<file path="src/rtl/oc_pkg.sv">
// -----------------------------------------------------------------------------
// oc_pkg
// Shared types and constants for the output-compare unit.
//   oc_mode_e  : compare action applied to oc_o when an entry fires
//   oc_state_e : control FSM states (IDLE, ARM, PULSE)
//   OCTMR_*    : timer-select encodings
//   OC_DEF_*   : default parameter values for the top level
// -----------------------------------------------------------------------------
package oc_pkg;

    localparam int OC_DEF_FIFO_DEPTH = 4;
    localparam int OC_DEF_TW         = 16;
    localparam int OC_DEF_PULSE_LEN  = 4;

    localparam logic [1:0] OCTMR_OFF    = 2'b00;
    localparam logic [1:0] OCTMR_T0     = 2'b01;
    localparam logic [1:0] OCTMR_T1     = 2'b10;
    localparam logic [1:0] OCTMR_T0_ALT = 2'b11;

    typedef enum logic [1:0] {
        OC_SET = 2'b00,
        OC_CLR = 2'b01,
        OC_TGL = 2'b10,
        OC_PLS = 2'b11
    } oc_mode_e;

    typedef enum logic [1:0] {
        IDLE  = 2'b00,
        ARM   = 2'b01,
        PULSE = 2'b10
    } oc_state_e;

endpackage

</file>
<file path="src/rtl/oc_fifo.sv">
// -----------------------------------------------------------------------------
// oc_fifo
// Synchronous FIFO of compare values with flush, entry count and sticky
// overflow. A second write source (reload_i) re-queues the entry being popped
// in the same cycle, so the head can be rotated to the tail.
// Ports:
//   clk, rst_n   clock, asynchronous active-low reset
//   push_i       write wdata_i (fire-and-forget: no back-pressure, a push
//                that finds no free slot is dropped and flagged in ovf_o)
//   wdata_i      value to write
//   pop_i        discard the head entry (ignored while empty)
//   reload_i     with pop_i: write the popped head back at the tail
//   flush_i      empty the FIFO and clear ovf_o; beats push/pop/reload
//   head_o       current head entry
//   count_o      number of stored entries
//   empty_o      registered, count_o == 0
//   full_o       registered, count_o == DEPTH
//   ovf_o        sticky: a push was dropped for lack of space
// -----------------------------------------------------------------------------
module oc_fifo #(
    parameter int DEPTH = 4,
    parameter int TW    = 16
) (
    input  logic                       clk,
    input  logic                       rst_n,
    input  logic                       push_i,
    input  logic [TW-1:0]              wdata_i,
    input  logic                       pop_i,
    input  logic                       reload_i,
    input  logic                       flush_i,
    output logic [TW-1:0]              head_o,
    output logic [$clog2(DEPTH):0]     count_o,
    output logic                       empty_o,
    output logic                       full_o,
    output logic                       ovf_o
);

    localparam int PW = $clog2(DEPTH);
    localparam int CW = PW + 1;

    logic [TW-1:0] mem_q [DEPTH];
    logic [PW-1:0] wptr_q, wptr_d, rptr_q, rptr_d, rld_ptr;
    logic [CW-1:0] count_q, count_d;
    logic          empty_q, full_q, ovf_q, ovf_d;
    logic          pop_ok, rld_ok, bus_ok;

    // A reload needs the slot freed by its own pop, so a bus write can only
    // share a pop-while-full cycle when no reload claims that slot.
    assign pop_ok  = pop_i && !empty_q;
    assign rld_ok  = reload_i && pop_ok;
    assign bus_ok  = push_i && (!full_q || (pop_ok && !rld_ok));
    // Bus write takes the tail slot; the reload lands right behind it.
    assign rld_ptr = bus_ok ? wptr_q + PW'(1) : wptr_q;

    always_comb begin
        wptr_d  = wptr_q;
        rptr_d  = rptr_q;
        count_d = count_q;
        ovf_d   = ovf_q;
        if (flush_i) begin
            wptr_d  = '0;
            rptr_d  = '0;
            count_d = '0;
            ovf_d   = 1'b0;
        end else begin
            wptr_d  = wptr_q + PW'(bus_ok) + PW'(rld_ok);
            rptr_d  = rptr_q + PW'(pop_ok);
            count_d = count_q + CW'(bus_ok) + CW'(rld_ok) - CW'(pop_ok);
            ovf_d   = ovf_q | (push_i && !bus_ok);
        end
    end

    always_ff @(posedge clk or negedge rst_n) begin
        if (!rst_n) begin
            wptr_q  <= '0;
            rptr_q  <= '0;
            count_q <= '0;
            empty_q <= 1'b1;
            full_q  <= 1'b0;
            ovf_q   <= 1'b0;
        end else begin
            wptr_q  <= wptr_d;
            rptr_q  <= rptr_d;
            count_q <= count_d;
            empty_q <= (count_d == '0);
            full_q  <= (count_d == CW'(DEPTH));
            ovf_q   <= ovf_d;
        end
    end

    // Storage needs no reset: entries are only read while count_q says valid.
    always_ff @(posedge clk) begin
        if (!flush_i) begin
            if (bus_ok) mem_q[wptr_q] <= wdata_i;
            if (rld_ok) mem_q[rld_ptr] <= mem_q[rptr_q];
        end
    end

    assign head_o  = mem_q[rptr_q];
    assign count_o = count_q;
    assign empty_o = empty_q;
    assign full_o  = full_q;
    assign ovf_o   = ovf_q;

endmodule

</file>
<file path="src/rtl/output_compare_fifo.sv">
// -----------------------------------------------------------------------------
// output_compare_fifo
// Timer-driven output compare. Compare values are queued in a FIFO; whenever
// the selected timer changes to a value equal to the head entry, oc_o is
// updated according to OCM and the entry is popped.
// Build option: define OC_AUTORELOAD_EN to re-queue every entry fired in
// toggle mode, giving a free-running cyclic waveform.
// Ports:
//   clk, rst_n            clock, asynchronous active-low reset
//   t_val_bi_0/1          timer 0 / timer 1 count values
//   OCTMR                 timer select (00 off, 01 t0, 10 t1, 11 t0)
//   OCM                   mode (00 set, 01 clear, 10 toggle, 11 pulse)
//   wr_i, wdata_i         push a compare value (one per high cycle)
//   clr_i                 flush FIFO and clear OCOV
//   oc_o                  compare output pin
//   match_o               one-cycle strobe per fired compare
//   OCBE, OCBF, OCOV      FIFO empty / full / sticky overflow
//   OCCNT                 FIFO entry count
//   state_o               control FSM state (debug)
// -----------------------------------------------------------------------------
module output_compare_fifo
    import oc_pkg::*;
#(
    parameter int FIFO_DEPTH = OC_DEF_FIFO_DEPTH,
    parameter int TW         = OC_DEF_TW,
    parameter int PULSE_LEN  = OC_DEF_PULSE_LEN
) (
    input  logic                          clk,
    input  logic                          rst_n,
    input  logic [TW-1:0]                 t_val_bi_0,
    input  logic [TW-1:0]                 t_val_bi_1,
    input  logic [1:0]                    OCTMR,
    input  logic [1:0]                    OCM,
    input  logic                          wr_i,
    input  logic [TW-1:0]                 wdata_i,
    input  logic                          clr_i,
    output logic                          oc_o,
    output logic                          match_o,
    output logic                          OCBE,
    output logic                          OCBF,
    output logic                          OCOV,
    output logic [$clog2(FIFO_DEPTH):0]   OCCNT,
    output logic [1:0]                    state_o
);

    localparam int PCW = (PULSE_LEN > 1) ? $clog2(PULSE_LEN) : 1;
    localparam logic [PCW-1:0] PLOAD = PCW'(PULSE_LEN - 1);

    oc_state_e      state_q, state_d;
    oc_mode_e       mode;
    logic           oc_q, oc_d;
    logic           match_q;
    logic [PCW-1:0] pcnt_q, pcnt_d;
    logic [TW-1:0]  t_sel, t_prev_q, head;
    logic           enabled, tick, match, reload;

    assign enabled = (OCTMR != OCTMR_OFF);
    assign mode    = oc_mode_e'(OCM);

    always_comb begin
        t_sel = t_val_bi_0;
        unique case (OCTMR)
            OCTMR_OFF: t_sel = '0;
            OCTMR_T1:  t_sel = t_val_bi_1;
            default:   t_sel = t_val_bi_0;
        endcase
    end

    // Only a change of timer value may fire, so a prescaled timer sitting on
    // one value triggers once. A flush in the same cycle suppresses the fire.
    assign tick  = (t_sel != t_prev_q);
    assign match = enabled && tick && !OCBE && (t_sel == head)
                   && (state_q != IDLE) && !clr_i;

`ifdef OC_AUTORELOAD_EN
    assign reload = match && (state_q == ARM) && (mode == OC_TGL);
`else
    assign reload = 1'b0;
`endif

    always_comb begin
        state_d = state_q;
        oc_d    = oc_q;
        pcnt_d  = pcnt_q;
        unique case (state_q)
            IDLE: begin
                if (enabled) state_d = ARM;
            end
            ARM: begin
                if (match) begin
                    unique case (mode)
                        OC_SET: oc_d = 1'b1;
                        OC_CLR: oc_d = 1'b0;
                        OC_TGL: oc_d = ~oc_q;
                        OC_PLS: begin
                            oc_d    = 1'b1;
                            pcnt_d  = PLOAD;
                            state_d = PULSE;
                        end
                    endcase
                end
            end
            PULSE: begin
                // Any fire during a pulse retriggers it, whatever OCM now says.
                if (match) begin
                    oc_d   = 1'b1;
                    pcnt_d = PLOAD;
                end else if (pcnt_q == '0) begin
                    oc_d    = 1'b0;
                    state_d = ARM;
                end else begin
                    pcnt_d = pcnt_q - PCW'(1);
                end
            end
            default: state_d = IDLE;
        endcase
        // Disabling abandons any pulse and freezes the pin where it is.
        if (!enabled) begin
            state_d = IDLE;
            oc_d    = oc_q;
            pcnt_d  = pcnt_q;
        end
    end

    always_ff @(posedge clk or negedge rst_n) begin
        if (!rst_n) begin
            state_q  <= IDLE;
            oc_q     <= 1'b0;
            match_q  <= 1'b0;
            pcnt_q   <= '0;
            t_prev_q <= '0;
        end else begin
            state_q  <= state_d;
            oc_q     <= oc_d;
            match_q  <= match;
            pcnt_q   <= pcnt_d;
            t_prev_q <= t_sel;
        end
    end

    oc_fifo #(
        .DEPTH (FIFO_DEPTH),
        .TW    (TW)
    ) u_fifo (
        .clk      (clk),
        .rst_n    (rst_n),
        .push_i   (wr_i),
        .wdata_i  (wdata_i),
        .pop_i    (match),
        .reload_i (reload),
        .flush_i  (clr_i),
        .head_o   (head),
        .count_o  (OCCNT),
        .empty_o  (OCBE),
        .full_o   (OCBF),
        .ovf_o    (OCOV)
    );

    assign oc_o    = oc_q;
    assign match_o = match_q;
    assign state_o = state_q;

endmodule

</file>
<file path="config.mk">
export PLATFORM = sky130hd
export DESIGN_NAME = output_compare_fifo
export DESIGN_NICKNAME = d
export VERILOG_FILES = /design/src/rtl/oc_pkg.sv /design/src/rtl/oc_fifo.sv /design/src/rtl/output_compare_fifo.sv
export SDC_FILE = /design/constraint.sdc
export NUM_CORES = 1
export LEC_CHECK = 0
export BUFFER_PORTS_ARGS = -buffer_cell sky130_fd_sc_hd__buf_2
export CORE_UTILIZATION = 50
export CTS_BUF_LIST = sky130_fd_sc_hd__clkbuf_8
export DETAILED_ROUTE_END_ITERATION = 8
export HOLD_SLACK_MARGIN = 0.12
export PLACE_DENSITY_LB_ADDON = 0.25
export SLEW_MARGIN = 20
export SYNTH_ARGS = -nofsm -noshare
export SYNTH_HDL_FRONTEND = slang
export SYNTH_HIERARCHICAL = 1
export SYNTH_SLANG_ARGS = --single-unit
export TNS_END_PERCENT = 30
</file>
<file path="constraint.sdc">
create_clock -name clk -period 6.9 [get_ports clk]
set_clock_uncertainty 0.15 [all_clocks]
set_input_delay 2.07 -clock clk [delete_from_list [all_inputs] [get_ports clk]]
set_output_delay 2.07 -clock clk [all_outputs]
set_load 0.01 [all_outputs]
</file>
Yosys cells after proc, flatten, opt, wreduce, memory -nomap -nowiden:

Memories as Yosys holds them, arrays and structs flattened.
Cells that the tools add are included.

* muxes and demuxes: 24
* reductions and logical operators: 25
* equal/unequal tests: 17
* add/subtract/negate cells: 5
* bitwise gates (word level): 2

Operators by type and width (number)
* $pmux W16 S2: 1
* $mux W2: 11
* $ne A3 B3 Y1 const B: 6
* $eq A16 B16 Y1: 1
* $ne A16 B16 Y1: 1
* $eq A2 B2 Y1 const B: 4
* $logic_and A1 B1 Y1: 8
* $logic_not A2 Y1: 4
* $reduce_and A4 Y1: 2
* $mux W1: 7
* $pmux W2 S3: 1
* $reduce_bool A2 Y1: 3
* $reduce_and A5 Y1: 1
* $add A2 B1 Y2: 2
* $eq A2 B1 Y1 const B: 2
* $logic_not A1 Y1: 4
* $ne A2 B2 Y1 const B: 2
* $pmux W2 S2: 1
* $add A3 B1 Y3: 1
* $eq A3 B3 Y1 const B: 1
* $logic_not A3 Y1: 1
* $mux W3: 1
* $pmux W1 S3: 1
* $sub A3 B1 Y3: 1
* other kinds (6): 6

* flip-flop bits (word level): 32
* memories: 1
* bits of input ports: 56
* output and inout port bits: 10
* word-level logic and storage cells: 85
* memory bits (writable): 64

Memory list
* u_fifo.mem_q: words 4, bits a word 16, read ports 1, clocked after memory_dff 0, write ports 1, RTL line oc_fifo.sv:41 `logic [TW-1:0] mem_q [DEPTH];`

Longest topological paths before layout:

* word-level depth: 15
* gate-level depth with buffers: 18
* gate-level depth less buffers: 16

Cells and area by module:

Netlist, hierarchy kept.

By module, submodules not included
* oc_fifo: cells each 230, area each 3897.5 µm², instances 1, sequential area each 2173.3 µm²
* output_compare_fifo: cells each 239, area each 2062.0 µm², instances 1, sequential area each 550.5 µm²

Least setup slack after synthesis:

OpenSTA, ideal clock, no wires.

* path kind: input-to-reg
* start point: in OCTMR[1]
* end point: mem u_fifo.mem_q[0][0], enable pin
* setup slack: 0.559 ns
* cell stages on the path: 13
* buffers on the path: 3
* setup time: 0.411 ns
* data required time: 6.339 ns
* data arrival time: 5.780 ns
* cells stage by stage: buf_4 -> buf_2 -> buf_1 -> nand2_1 -> o21ai_1 -> xor2_1 -> nor4_1 -> nand4_1 -> nor3b_1 -> or3b_2 -> nand2_1 -> nand2_1 -> o21ai_0

* word-level cells in the longest chain between the ends: 14
* elaborated cells on any way between the ends: 17
* classes of those cells: eq/ne: 3; mux: 4; reduce/logical: 10

RTL lines
* start: declaration: RTL line output_compare_fifo.sv:32 `input logic [1:0] OCTMR,`
* $eq A2 B2 Y1 or $logic_not A2 Y1 (tied branches): RTL line output_compare_fifo.sv:62 `unique case (OCTMR)`
* $pmux W16 S2 (*): RTL line output_compare_fifo.sv:62
* via t_sel[1]: RTL line output_compare_fifo.sv:54 `logic [TW-1:0] t_sel, t_prev_q, head;`
* $ne A16 B16 Y1: RTL line output_compare_fifo.sv:71 `assign tick = (t_sel != t_prev_q);`
* $logic_and A1 B1 Y1 (2 in a row): RTL line output_compare_fifo.sv:72 `assign match = enabled && tick && !OCBE && (t_sel == head)`
* $logic_and A1 B1 Y1 (*): RTL line output_compare_fifo.sv:72
* $logic_and A1 B1 Y1 (*) (2 in a row): RTL line output_compare_fifo.sv:73 `&& (state_q != IDLE) && !clr_i;`
* via match: RTL line output_compare_fifo.sv:55 `logic enabled, tick, match, reload;`
* $logic_and A1 B1 Y1 (*): RTL line oc_fifo.sv:49 `assign pop_ok = pop_i && !empty_q;`
* $logic_or A1 B1 Y1 (*): RTL line oc_fifo.sv:51 `assign bus_ok = push_i && (!full_q || (pop_ok && !rld_ok));`
* $logic_and A1 B1 Y1 (*): RTL line oc_fifo.sv:51
* $mux W1 (*): RTL line oc_fifo.sv:94 `if (bus_ok) mem_q[wptr_q] <= wdata_i;`
* $mux W1 (*): RTL line oc_fifo.sv:93 `if (!flush_i) begin`
* $mux W1 (not written as such) (*): RTL line oc_fifo.sv:94
* end: declaration: RTL line oc_fifo.sv:41

The timed path passes the listed nets; every way through them passes the cells marked *.

Final worst setup path:

* start point: in OCTMR[1]
* end point: reg u_fifo.full_q, in the netlist u_fifo/full_o

* word-level cells in the longest chain between the ends: 15
* elaborated cells on any way between the ends: 18
* classes of those cells: add/sub: 2; eq/ne: 4; mux: 2; reduce/logical: 10

RTL lines
* $eq A2 B2 Y1 or $logic_not A2 Y1 (tied branches): RTL line output_compare_fifo.sv:62
* $pmux W16 S2 (*): RTL line output_compare_fifo.sv:62
* via t_sel[8]: RTL line output_compare_fifo.sv:54
* $ne A16 B16 Y1: RTL line output_compare_fifo.sv:71
* $logic_and A1 B1 Y1 (2 in a row): RTL line output_compare_fifo.sv:72
* $logic_and A1 B1 Y1 (*): RTL line output_compare_fifo.sv:72
* $logic_and A1 B1 Y1 (*) (2 in a row): RTL line output_compare_fifo.sv:73
* via match: RTL line output_compare_fifo.sv:55
* $logic_and A1 B1 Y1 (*): RTL line oc_fifo.sv:49
* $logic_or A1 B1 Y1: RTL line oc_fifo.sv:51
* $logic_and A1 B1 Y1: RTL line oc_fifo.sv:51
* $add A3 B1 Y3: RTL line oc_fifo.sv:68 `count_d = count_q + CW'(bus_ok) + CW'(rld_ok) - CW'(pop_ok);`
* $sub A3 B1 Y3 (*): RTL line oc_fifo.sv:68
* $mux W3 (*): RTL line oc_fifo.sv:60 `if (flush_i) begin`
* $eq A3 B3 Y1 (*): RTL line oc_fifo.sv:86 `full_q <= (count_d == CW'(DEPTH));`
* end signal: assignment: RTL line oc_fifo.sv:86
* end: declaration: RTL line oc_fifo.sv:44 `logic empty_q, full_q, ovf_q, ovf_d;`

Marks and branches as above.
A chain may end at the register's enable or synchronous reset.

==> impl_results.md <==
- Root buf cell: clkbuf_8
- Mapped Nets: 537
- DR WL/cell: 19.6 µm
- Die Area: 12400 µm²
- Post-synth top flop: edfxtp_1
- Crit start category: primary input
- Initial antenna violation count: 0
- Finish-stage setup viols: 0
- Synth Cell Area: 5960 µm²
- Post-Route WL: 13.3 mm
- Initial Util: 0.517
- Async SR Flop Fraction: 0.333
- CORE AREA: 11500 µm²
- Mapped Cells: 469
- Worst Hold Class: reg -> reg
- IO Port Bufs: 65
- Top-area cell type share of the netlist area: 0.322
- Vias in the first global route: 4113
- Num CTS Buffers: 9
- Status: finished, violations left
- FP Rows: 39
- Die width: 111 µm
- Nets: 598
- WP data arrival: 5.78 ns
- H-tree levels: 3
- Final TNS setup: 0 ns
- Relative slew slack: 0.139
- Clk sinks: 96
- CP max FO: 35
- DIE HEIGHT: 111 µm
- CP max stage cell: or3b_2
- PostCTS Resize Cnt: 0
- Gr ovfl total: 0
- Area grow syn2layout: 10.1%
- Sequential area share after synthesis: 0.457
- Top Ports: 66
- Endpoints failing hold: 0
- Synthesized area per cell: 12.7 µm²
- Pre-antenna DRT Iters: 7
- Crit-path cells: buf_2 > nand2_1 > o21ai_0 > xor2_1 > nor4_1 > nand4_1 > nor3b_1 > buf_4 > or3b_2 > nand3b_1 > o21ai_0 > ha_1 > a21oi_1 > fa_1 > a21oi_1 > nor3_1
- Critical Path End Type: flip-flop
- Setup bufs post-CTS: 0
- P per Cell Area: 197 nW/µm²
- Clk slew on worst S/H paths: 0.09 ns
- Worst-case clock buffer depth: 2
- Cell with the most instances after synthesis: edfxtp_1
- Largest cells by area after synthesis: edfxtp_1 (32%), dfrtp_1 (13%), mux2_2 (10%)
- Unrepaired setup endpoints after global routing: no
- Crit Path Class: in -> reg
- Worst-margin pin slew: 1.29 ns
- Largest area contributor in the netlist: edfxtp_1
- Fin crit share: 0.825
- Overall global routing resource usage: 0.224
- Hold_buf cts: 0
- CP required: 6.98 ns
- DR iter-0 viols: 243
- Largest net degree at the start of global routing: 42
- Routed via count: 4056
- FMAX: 176 MHz
- VDD IR max: 0.000106 V
- Fillers: 980
- Final Slew Violations: 0
- Synthesized flop and latch total: 96
- HPWL Detailed: 9.24 mm
- GPL Wtd Cong: 0.835
- Crit-path max cell delay: 0.51 ns
- Top cells by count, synth: edfxtp_1 (64), mux2_2 (54), xor2_1 (35)
- DR vias/cell: 5.98
- CTS tree: built
- Diode count: 0
- Yosys Warn Count: 6
- Worst-Skew Late Latency: 0.37 ns
- Failing checks: DRC
- First-pass GRT wire length: 21.4 mm
- Antenna Nets Post-Route: 0
- Min cycle time layout: 5.69 ns
- Core Util, Final: 0.570
- DRC: 12
- Leakage dissipation: 2.57 nW
- Layout cell share with drive strength beyond 1: 0.353
- Post-synth EDFFs: 64
- Yosys cell types: 73
- MaxCap Viol Count: 0
-- registers in the layout, summed over array words and instances (netlist names), 2 cells and up --
signal	cells
u_fifo/mem_q	64
u_fifo/wptr_q	2
state_o	2
pcnt_q	2
t_prev_q	16
u_fifo/rptr_q	2
u_fifo/count_o	3
-- final cells by class --
type                    count  area (µm²)  area share
flip-flops and latches     96        2720       0.415
clock buffers               9         124      0.0189
multi-input cells         336        3050       0.465
clock inverters             7        52.6     0.00801
well taps                 143         179      0.0273
repair buffers             71         370      0.0564
inverters                  16        60.1     0.00915
-- worst paths after layout --
path                                       startpoint                      end  slack [ns]  cells past startpoint
min                            u_fifo/ovf_o$_DFF_PN0_   u_fifo/ovf_o$_DFF_PN0_        0.35                      2
min in group asynchronous                       rst_n    t_prev_q[7]$_DFF_PN0_        1.61                      1
max reg2reg                u_fifo/rptr_q[0]$_DFF_PN0_  u_fifo/full_o$_DFF_PN0_        1.91                     16
min reg2reg                    u_fifo/ovf_o$_DFF_PN0_   u_fifo/ovf_o$_DFF_PN0_        0.35                      2
max in group asynchronous                       rst_n    t_prev_q[6]$_DFF_PN0_        4.52                      1
max                                          OCTMR[1]  u_fifo/full_o$_DFF_PN0_        1.21                     16
-- per-stage QoR --
step           hold WS [ns]  setup slack, ns  instance area (µm²)  std cells  power, mW
6_report              0.348             1.21                 6560        678       1.29
3_3_place_gp          0.337            0.948                 6380        662      0.951
5_1_grt               0.393            0.937                 6560        678       1.36
4_1_cts               0.354             1.24                 6560        678       1.30
2_1_floorplan         0.332            0.559                 5960        469      0.870
3_5_place_dp          0.335            0.841                 6380        662      0.963
-- logic make-up (layout without fill, tap and decap cells) --
| family | Yosys count | after routing | synth area share |
|---|---|---|---|
| buffers and inverters | 37 | 103 | 0.0309 |
| AO/OA/AOI/OAI | 79 | 79 | 0.107 |
| multiplexers | 80 | 80 | 0.188 |
| AND/OR/NAND/NOR | 117 | 117 | 0.120 |
| flip-flops | 96 | 96 | 0.457 |
| other | 1 | 1 | 0.000629 |
| adder cells (fa/ha/maj) | 12 | 12 | 0.0277 |
| XOR/XNOR | 47 | 47 | 0.0691 |
-- power by group --
part	internal (mW)	switching (mW)	total (mW)
Combinational	0.112	0.149	0.260
Clock	0.135	0.208	0.343
Sequential	0.659	0.0325	0.691
-- cell usage in the layout (no fill, tap or decap), types with 4 or more instances in the layout --
cell type   n
a21oi_1     6
a22o_1      6
a22oi_1     5
buf_2      65
buf_4       6
clkbuf_8    9
dfrtp_1    31
edfxtp_1   64
ha_1       10
inv_1      16
mux2_2     54
mux2_4     10
mux4_2     16
nand2_1    28
nand3_1     5
nand3b_1    5
nand4_1     5
nand4b_1    4
nor2_1     20
nor3_1      9
nor4_1      6
o21a_1      4
o21ai_0    20
o22ai_1     7
xnor2_1    12
xor2_1     35
-- per-layer routing --
metal  part of all wire  vias up  GRT usage
li1                   -     1915          -
met1               0.45     2028      0.300
met2               0.50      103      0.378
met3              0.042       10     0.0388
met4              0.010        0     0.0586
met5                  0        -          0
-- critical path: cells and delay by family --
kind | cells | cell delay, ns
buf+inv | 2 | 0.66
simple gates | 7 | 1.45
compound gates | 4 | 0.79
fa+ha+maj | 2 | 0.63
xor+xnor | 1 | 0.16
Note: power is estimated with default switching activity, not from simulation.
